**src/rtl/mips_debug_controller.sv**
```systemverilog
// Serial debug front-end for the MIPS pipeline: loads program memory, runs or
// single-steps the CPU and reports PC plus cycle count over the UART.
module mips_debug_controller #(
    parameter int LEN          = 32,
    parameter int NB_PROG_ADDR = 5,
    parameter int NB_BYTE      = 8
) (
    input  logic                    i_clk,
    input  logic                    i_rst,
    input  logic [NB_BYTE-1:0]      i_rx_data,
    input  logic                    i_rx_valid,
    output logic [NB_BYTE-1:0]      o_tx_data,
    output logic                    o_tx_start,
    input  logic                    i_tx_done,
    output logic                    o_prog_we,
    output logic [NB_PROG_ADDR-1:0] o_prog_addr,
    output logic [LEN-1:0]          o_prog_data,
    output logic                    o_cpu_en,
    output logic                    o_cpu_rst_n,
    input  logic                    i_halt,
    input  logic [LEN-1:0]          i_pc,
    output logic [2:0]              o_state
);
    // Handshake: i_rx_valid, i_tx_done and o_tx_start are single-cycle pulses with
    // no back-pressure; a byte is consumed only if the current state wants it.

    localparam int BPW       = LEN / NB_BYTE;
    localparam int NB_BIDX   = (BPW > 1) ? $clog2(BPW) : 1;
    localparam int REP_BYTES = 2 * BPW;
    localparam int NB_RIDX   = $clog2(REP_BYTES);
    localparam int NB_WCNT   = NB_PROG_ADDR + 1;
    localparam int MAX_WORDS = 2 ** NB_PROG_ADDR;

    localparam logic [NB_BYTE-1:0] CMD_LOAD = NB_BYTE'(8'h4C);
    localparam logic [NB_BYTE-1:0] CMD_CONT = NB_BYTE'(8'h43);
    localparam logic [NB_BYTE-1:0] CMD_STEP = NB_BYTE'(8'h53);
    localparam logic [NB_BYTE-1:0] CMD_NEXT = NB_BYTE'(8'h4E);
    localparam logic [NB_BYTE-1:0] CMD_END  = NB_BYTE'(8'h45);

    typedef enum logic [2:0] {
        ST_IDLE      = 3'd0,
        ST_LOAD_CNT  = 3'd1,
        ST_LOAD_DATA = 3'd2,
        ST_RUN       = 3'd3,
        ST_STEP_WAIT = 3'd4,
        ST_STEP_EXEC = 3'd5,
        ST_REPORT    = 3'd6
    } state_t;

    state_t                  r_state;
    state_t                  w_next_state;
    logic                    r_cpu_rst_n;
    logic [LEN-1:0]          r_cnt;
    logic [LEN-1:0]          w_cnt_next;
    logic [NB_WCNT-1:0]      r_word_cnt;
    logic [NB_WCNT-1:0]      r_word_idx;
    logic [NB_WCNT-1:0]      w_word_cnt_sat;
    logic [NB_BIDX-1:0]      r_byte_idx;
    logic [LEN-1:0]          r_asm;
    logic                    r_prog_we;
    logic [NB_PROG_ADDR-1:0] r_prog_addr;
    logic [LEN-1:0]          r_prog_data;
    logic                    r_tx_start;
    logic [NB_BYTE-1:0]      r_tx_data;
    logic [NB_RIDX-1:0]      r_tx_idx;
    logic [2*LEN-1:0]        r_rep_shift;
    logic                    r_from_step;

    logic w_cpu_en;
    logic w_start_cpu;
    logic w_cnt_byte;
    logic w_data_byte;
    logic w_word_done;
    logic w_load_done;
    logic w_enter_report;
    logic w_tx_adv;
    logic w_tx_last;

    assign w_cpu_en    = (r_state == ST_RUN) || (r_state == ST_STEP_EXEC);
    assign w_start_cpu = (r_state == ST_IDLE) && i_rx_valid &&
                         ((i_rx_data == CMD_CONT) || (i_rx_data == CMD_STEP));
    assign w_cnt_byte  = (r_state == ST_LOAD_CNT) && i_rx_valid;
    // Once every word has been accepted the last write is still in flight; drop extra bytes.
    assign w_data_byte = (r_state == ST_LOAD_DATA) && i_rx_valid && (r_word_idx != r_word_cnt);
    assign w_word_done = w_data_byte && (r_byte_idx == NB_BIDX'(BPW - 1));
    assign w_load_done = (r_state == ST_LOAD_DATA) && r_prog_we && (r_word_idx == r_word_cnt);
    assign w_enter_report = ((r_state == ST_RUN) && i_halt) || (r_state == ST_STEP_EXEC);
    assign w_tx_adv    = (r_state == ST_REPORT) && i_tx_done;
    assign w_tx_last   = w_tx_adv && (r_tx_idx == NB_RIDX'(REP_BYTES - 1));
    assign w_cnt_next  = (w_cpu_en && (r_cnt != '1)) ? r_cnt + LEN'(1) : r_cnt;

    always_comb begin
        w_word_cnt_sat = NB_WCNT'(MAX_WORDS);
        if (32'(i_rx_data) <= 32'(MAX_WORDS)) begin
            w_word_cnt_sat = NB_WCNT'(i_rx_data);
        end
    end

    always_ff @(posedge i_clk) begin
        if (!i_rst) begin
            r_state <= ST_IDLE;
        end else begin
            r_state <= w_next_state;
        end
    end

    always_comb begin
        w_next_state = r_state;
        case (r_state)
            ST_IDLE: begin
                if (i_rx_valid) begin
                    if (i_rx_data == CMD_LOAD)      w_next_state = ST_LOAD_CNT;
                    else if (i_rx_data == CMD_CONT) w_next_state = ST_RUN;
                    else if (i_rx_data == CMD_STEP) w_next_state = ST_STEP_WAIT;
                end
            end
            ST_LOAD_CNT: begin
                if (i_rx_valid) begin
                    w_next_state = (i_rx_data == '0) ? ST_IDLE : ST_LOAD_DATA;
                end
            end
            ST_LOAD_DATA: begin
                if (w_load_done) w_next_state = ST_IDLE;
            end
            ST_RUN: begin
                if (i_halt) w_next_state = ST_REPORT;
            end
            ST_STEP_WAIT: begin
                if (i_rx_valid) begin
                    if (i_rx_data == CMD_NEXT)     w_next_state = ST_STEP_EXEC;
                    else if (i_rx_data == CMD_END) w_next_state = ST_IDLE;
                end
            end
            ST_STEP_EXEC: begin
                w_next_state = ST_REPORT;
            end
            ST_REPORT: begin
                if (w_tx_last) begin
                    w_next_state = (r_from_step && !i_halt) ? ST_STEP_WAIT : ST_IDLE;
                end
            end
            default: w_next_state = ST_IDLE;
        endcase
    end

    always_ff @(posedge i_clk) begin
        if (!i_rst) begin
            r_cpu_rst_n <= 1'b0;
            r_cnt       <= '0;
        end else begin
            if (w_start_cpu) begin
                r_cpu_rst_n <= 1'b1;
                r_cnt       <= '0;
            end else begin
                r_cnt <= w_cnt_next;
                if (w_next_state == ST_IDLE) r_cpu_rst_n <= 1'b0;
            end
        end
    end

    // Program load: big-endian byte assembly, write issued the cycle after the last byte.
    always_ff @(posedge i_clk) begin
        if (!i_rst) begin
            r_word_cnt  <= '0;
            r_word_idx  <= '0;
            r_byte_idx  <= '0;
            r_asm       <= '0;
            r_prog_we   <= 1'b0;
            r_prog_addr <= '0;
            r_prog_data <= '0;
        end else begin
            r_prog_we <= 1'b0;
            if (w_cnt_byte) begin
                r_word_cnt <= w_word_cnt_sat;
                r_word_idx <= '0;
                r_byte_idx <= '0;
            end else if (w_data_byte) begin
                r_asm <= {r_asm[LEN-NB_BYTE-1:0], i_rx_data};
                if (w_word_done) begin
                    r_byte_idx  <= '0;
                    r_prog_we   <= 1'b1;
                    r_prog_addr <= r_word_idx[NB_PROG_ADDR-1:0];
                    r_prog_data <= {r_asm[LEN-NB_BYTE-1:0], i_rx_data};
                    r_word_idx  <= r_word_idx + NB_WCNT'(1);
                end else begin
                    r_byte_idx <= r_byte_idx + NB_BIDX'(1);
                end
            end
        end
    end

    // Report: {PC, count} captured on entry and shifted out MSB first.
    always_ff @(posedge i_clk) begin
        if (!i_rst) begin
            r_tx_start  <= 1'b0;
            r_tx_data   <= '0;
            r_tx_idx    <= '0;
            r_rep_shift <= '0;
            r_from_step <= 1'b0;
        end else begin
            r_tx_start <= 1'b0;
            if (w_enter_report) begin
                r_rep_shift <= {i_pc, w_cnt_next};
                r_tx_data   <= i_pc[LEN-1 -: NB_BYTE];
                r_tx_start  <= 1'b1;
                r_tx_idx    <= '0;
                r_from_step <= (r_state == ST_STEP_EXEC);
            end else if (w_tx_adv && !w_tx_last) begin
                r_rep_shift <= {r_rep_shift[2*LEN-NB_BYTE-1:0], {NB_BYTE{1'b0}}};
                r_tx_data   <= r_rep_shift[2*LEN-NB_BYTE-1 -: NB_BYTE];
                r_tx_start  <= 1'b1;
                r_tx_idx    <= r_tx_idx + NB_RIDX'(1);
            end
        end
    end

    assign o_state     = r_state;
    assign o_cpu_en    = w_cpu_en;
    assign o_cpu_rst_n = r_cpu_rst_n;
    assign o_prog_we   = r_prog_we;
    assign o_prog_addr = r_prog_addr;
    assign o_prog_data = r_prog_data;
    assign o_tx_start  = r_tx_start;
    assign o_tx_data   = r_tx_data;

endmodule

```
**config.mk**
```make
export PLATFORM = sky130hd
export DESIGN_NAME = mips_debug_controller
export DESIGN_NICKNAME = d
export VERILOG_FILES = /design/src/rtl/mips_debug_controller.sv
export SDC_FILE = /design/constraint.sdc
export NUM_CORES = 1
export LEC_CHECK = 0
export CAP_MARGIN = 10
export CORE_MARGIN = 3
export CORE_UTILIZATION = 34
export CTS_CLUSTER_SIZE = 10
export DETAILED_ROUTE_END_ITERATION = 8
export PLACE_DENSITY = 0.52
export SYNTH_ARGS = -nofsm -noshare
export SYNTH_HDL_FRONTEND = slang
export SYNTH_SLANG_ARGS = --single-unit
```
**constraint.sdc**
```tcl
create_clock -name i_clk -period 6.2 [get_ports i_clk]
set_input_delay 1.55 -clock i_clk [delete_from_list [all_inputs] [get_ports i_clk]]
set_output_delay 1.55 -clock i_clk [all_outputs]
set_load 0.02 [all_outputs]
```
==> flow_summary.json <==
{
  "cap_viol_max_count": 0,
  "critical_path_depth": 4,
  "crit_type": "reg -> out",
  "rows": 54,
  "grt_pass1_vias": 6098,
  "reg2reg_from": "o_state[1]",
  "synth_edf_count": 0,
  "routed-via-count": 6254,
  "cts_resized": 0,
  "postCtsSetupBuffers": 0,
  "ys_types": 59,
  "critPathArrivalTime_ns": 2.35,
  "synthFlopType": "dfxtp_1",
  "area_delta_synth_final_pct": 22.9,
  "slowest_delay_ns": 0.66,
  "max_slew_margin_pct": 24.1,
  "setup_viol": 0,
  "die_height_um": 157,
  "gp_congestion": 0.825,
  "ant_nets": 0,
  "crit_path_start_kind": "register",
  "endpoint": "o_cpu_en",
  "crit_buf_inv": 2,
  "grt_max_degree": 74,
  "post-route-period-util_pct": 62.9,
  "pwr-share-comb_pct": 2.8,
  "drtIter0Drc": 243,
  "cts_root_buffer": "clkbuf_16",
  "grt_overflow": 0,
  "ff2ff_setup_slack_ns": 3.57,
  "fmax_ghz": 0.256,
  "grt_pass1_wl_mm": 33.0,
  "fin_nets": 1013,
  "avgSynthCellArea_um2": 8.69,
  "hold_buffers": 0,
  "path_max_fanout": 14,
  "routedWlPerCell_um": 16.0,
  "r2r_cells": 6,
  "power.total_uw": 2330,
  "p_sw_uw": 552,
  "peakVddDrop_mv": 0.171,
  "seq_power_share_pct": 49.9,
  "grt_use_total_pct": 16.6,
  "cp_cell_sequence": "xor2_1 -> nand2_1 -> inv_1 -> clkdlybuf4s50_1",
  "hold_class": "reg -> reg",
  "setup_slack_ns": 2.30,
  "synth-seq-cells": 181,
  "detailed_place_hpwl_mm": 13.6,
  "p_per_area_nw_per_um2": 244,
  "grt_busiest_layer": "met1",
  "status": "finished, final reports clean",
  "rsz0062_at_grt": "no",
  "endpoint_kind": "output port",
  "period_needed_ns": 3.90,
  "fillers": 2249,
  "path_clk_slew_ns": 0.07,
  "dieArea_um2": 24700,
  "layout_common_cells": "nand2_1, dfxtp_1, clkdlybuf4s50_1",
  "core-area_um2": 22200,
  "clock_power_share_pct": 47.3,
  "postSynthCellCount": 894,
  "async_flop_share_pct": 0,
  "crit_required_ns": 4.65,
  "yosysSeqAreaShare_pct": 46.7,
  "clk_path_buf_depth": 2,
  "via_per_inst": 4.98,
  "io_buffers": 96,
  "die_width_um": 157,
  "leakagePower_uw": 0.00338,
  "met1_usage_pct": 24.8,
  "h-tree-depth": 4,
  "met3_usage_pct": 3.16,
  "syn_area_um2": 7770,
  "dr.pass1.iters": 4,
  "ios": 97,
  "cp_top_family": "buffers and inverters",
  "antenna_found_initial": 0,
  "p_int_uw": 1780,
  "regToRegEndpoint": "r_rep_shift[29]",
  "timing_hold_violations_final": 0,
  "worst_pin_slew_ns": 1.14,
  "netSwitchingFraction_pct": 23.7,
  "antennaDiodeCount": 0,
  "layout-drive-gt1-share_pct": 6.25,
  "cts_inserted_buffers": 17,
  "cpMaxStageDelayCell": "dfxtp_1",
  "final_common_cell": "nand2_1",
  "synth_warnings": 0,
  "clkSinkCount": 181,
  "fin_tns_setup_ns": 0,
  "drc": 0,
  "totalWireLength_mm": 20.0,
  "syn-num-nets": 944,
  "fin_worst_skew_ns": 0.0142,
  "startpoint": "o_state[1]",
  "start_util_pct": 35.0,
  "met2_usage_pct": 24.6,
  "place_ws_ns": 2.14,
  "holdWs_ns": 0.454,
  "drv_slew": 0,
  "cts_tree": "yes",
  "clk_latency_ns": 0.43
}
routing by layer:
metal | wire length (µm) | vias to the layer above
met5 | 0 | -
met4 | 146 | 0
met3 | 586 | 9
met2 | 8520 | 91
met1 | 10800 | 2918
li1 | - | 3236
worst min path at each step:
stage                    from              to  slack [ns]  cells after the start
2_1_floorplan  r_rep_shift[1]  r_rep_shift[1]        0.43                      2
3_3_place_gp   r_rep_shift[2]  r_rep_shift[2]        0.44                      2
3_5_place_dp   r_rep_shift[2]  r_rep_shift[2]        0.45                      2
4_1_cts        r_rep_shift[2]  r_rep_shift[2]        0.46                      2
5_1_grt          o_tx_data[6]    o_tx_data[6]        0.48                      2
6_report       r_rep_shift[2]  r_rep_shift[2]        0.45                      2
tightest hold or removal path, cell delays in order, from the launching register on:
cell     delay, ns
dfxtp_1       0.31
nand2_1       0.05
o21ai_1       0.05
kinds of logic (layout without fill, tap and decap cells):
family	Yosys count	count (layout)	synth area share (%)
AOI/OAI and AO/OA	183	183	17.5
xor gates and xnor gates	41	41	4.82
adders and majority gates	5	5	0.806
buffers and inverters	65	147	3.30
DFF	181	181	46.7
muxes	27	27	3.48
and+or+nand+nor	392	392	23.4
through the flow:
step / instance area, µm² / instances / util, %
after floorplan: 7770 / 894 / -
after global placement: 8940 / 1224 / 40.4
after detailed placement: 8940 / 1224 / 40.4
after CTS: 9550 / 1256 / 43.1
after global routing: 9550 / 1256 / 43.1
final: 9550 / 1256 / 43.1
power groups by stage:
stage / combinational [µW] / sequential [µW] / clock [µW]
3_5_place_dp: 66.5 / 1190 / 0
5_1_grt: 71.1 / 1160 / 1180
4_1_cts: 66.7 / 1160 / 1140
2_1_floorplan: 24.8 / 1190 / 0
3_3_place_gp: 65.9 / 1190 / 0
6_report: 65.9 / 1160 / 1100
state kept, by name, indices dropped and copies added, names as in the netlist:
register	flops
o_tx_start	1
o_prog_data	32
r_from_step	1
r_byte_idx	2
o_cpu_rst_n	1
o_prog_addr	5
o_tx_data	8
r_word_idx	6
o_state	3
r_rep_shift	56
r_tx_idx	3
r_cnt	32
r_word_cnt	6
o_prog_we	1
r_asm	24
synth_stat cells (2+ instances only):
cell type | n | area (µm²)
a2111oi_2 | 2 | 30.0
a211oi_1 | 3 | 22.5
a21boi_0 | 62 | 465
a21boi_1 | 2 | 15.0
a21oi_1 | 12 | 60.1
a22o_1 | 15 | 131
a22oi_1 | 28 | 210
a311oi_1 | 8 | 70.1
and2_1 | 4 | 25.0
and3_1 | 8 | 50.1
and4_1 | 4 | 35.0
buf_1 | 2 | 7.51
buf_2 | 4 | 20.0
buf_4 | 2 | 15.0
clkbuf_1 | 46 | 173
dfxtp_1 | 181 | 3620
ha_1 | 5 | 62.6
inv_1 | 11 | 41.3
mux2i_1 | 27 | 270
nand2_1 | 196 | 736
nand2b_1 | 4 | 25.0
nand3_1 | 30 | 150
nand4_1 | 13 | 81.3
nand4_2 | 2 | 25.0
nor2_1 | 65 | 244
nor2b_1 | 28 | 175
nor3_1 | 14 | 70.1
nor4_1 | 6 | 37.5
nor4_2 | 2 | 25.0
o21a_1 | 5 | 37.5
o21ai_0 | 22 | 110
o21ai_1 | 10 | 50.1
o41ai_1 | 2 | 17.5
or3_1 | 5 | 31.3
or4_1 | 2 | 15.0
xnor2_1 | 17 | 149
xor2_1 | 22 | 193
xor2_2 | 2 | 32.5
final cells by class:
class	count	area [µm²]	share of cell area, %
clock buffer	17	425	4.46
clock inverter	15	179	1.87
inverter	11	41.3	0.433
multi-input combinational	648	3910	40.9
sequential	181	3620	38.0
tap	280	350	3.67
timing repair buffer	104	1020	10.7
(Power assumes the default switching activity.)
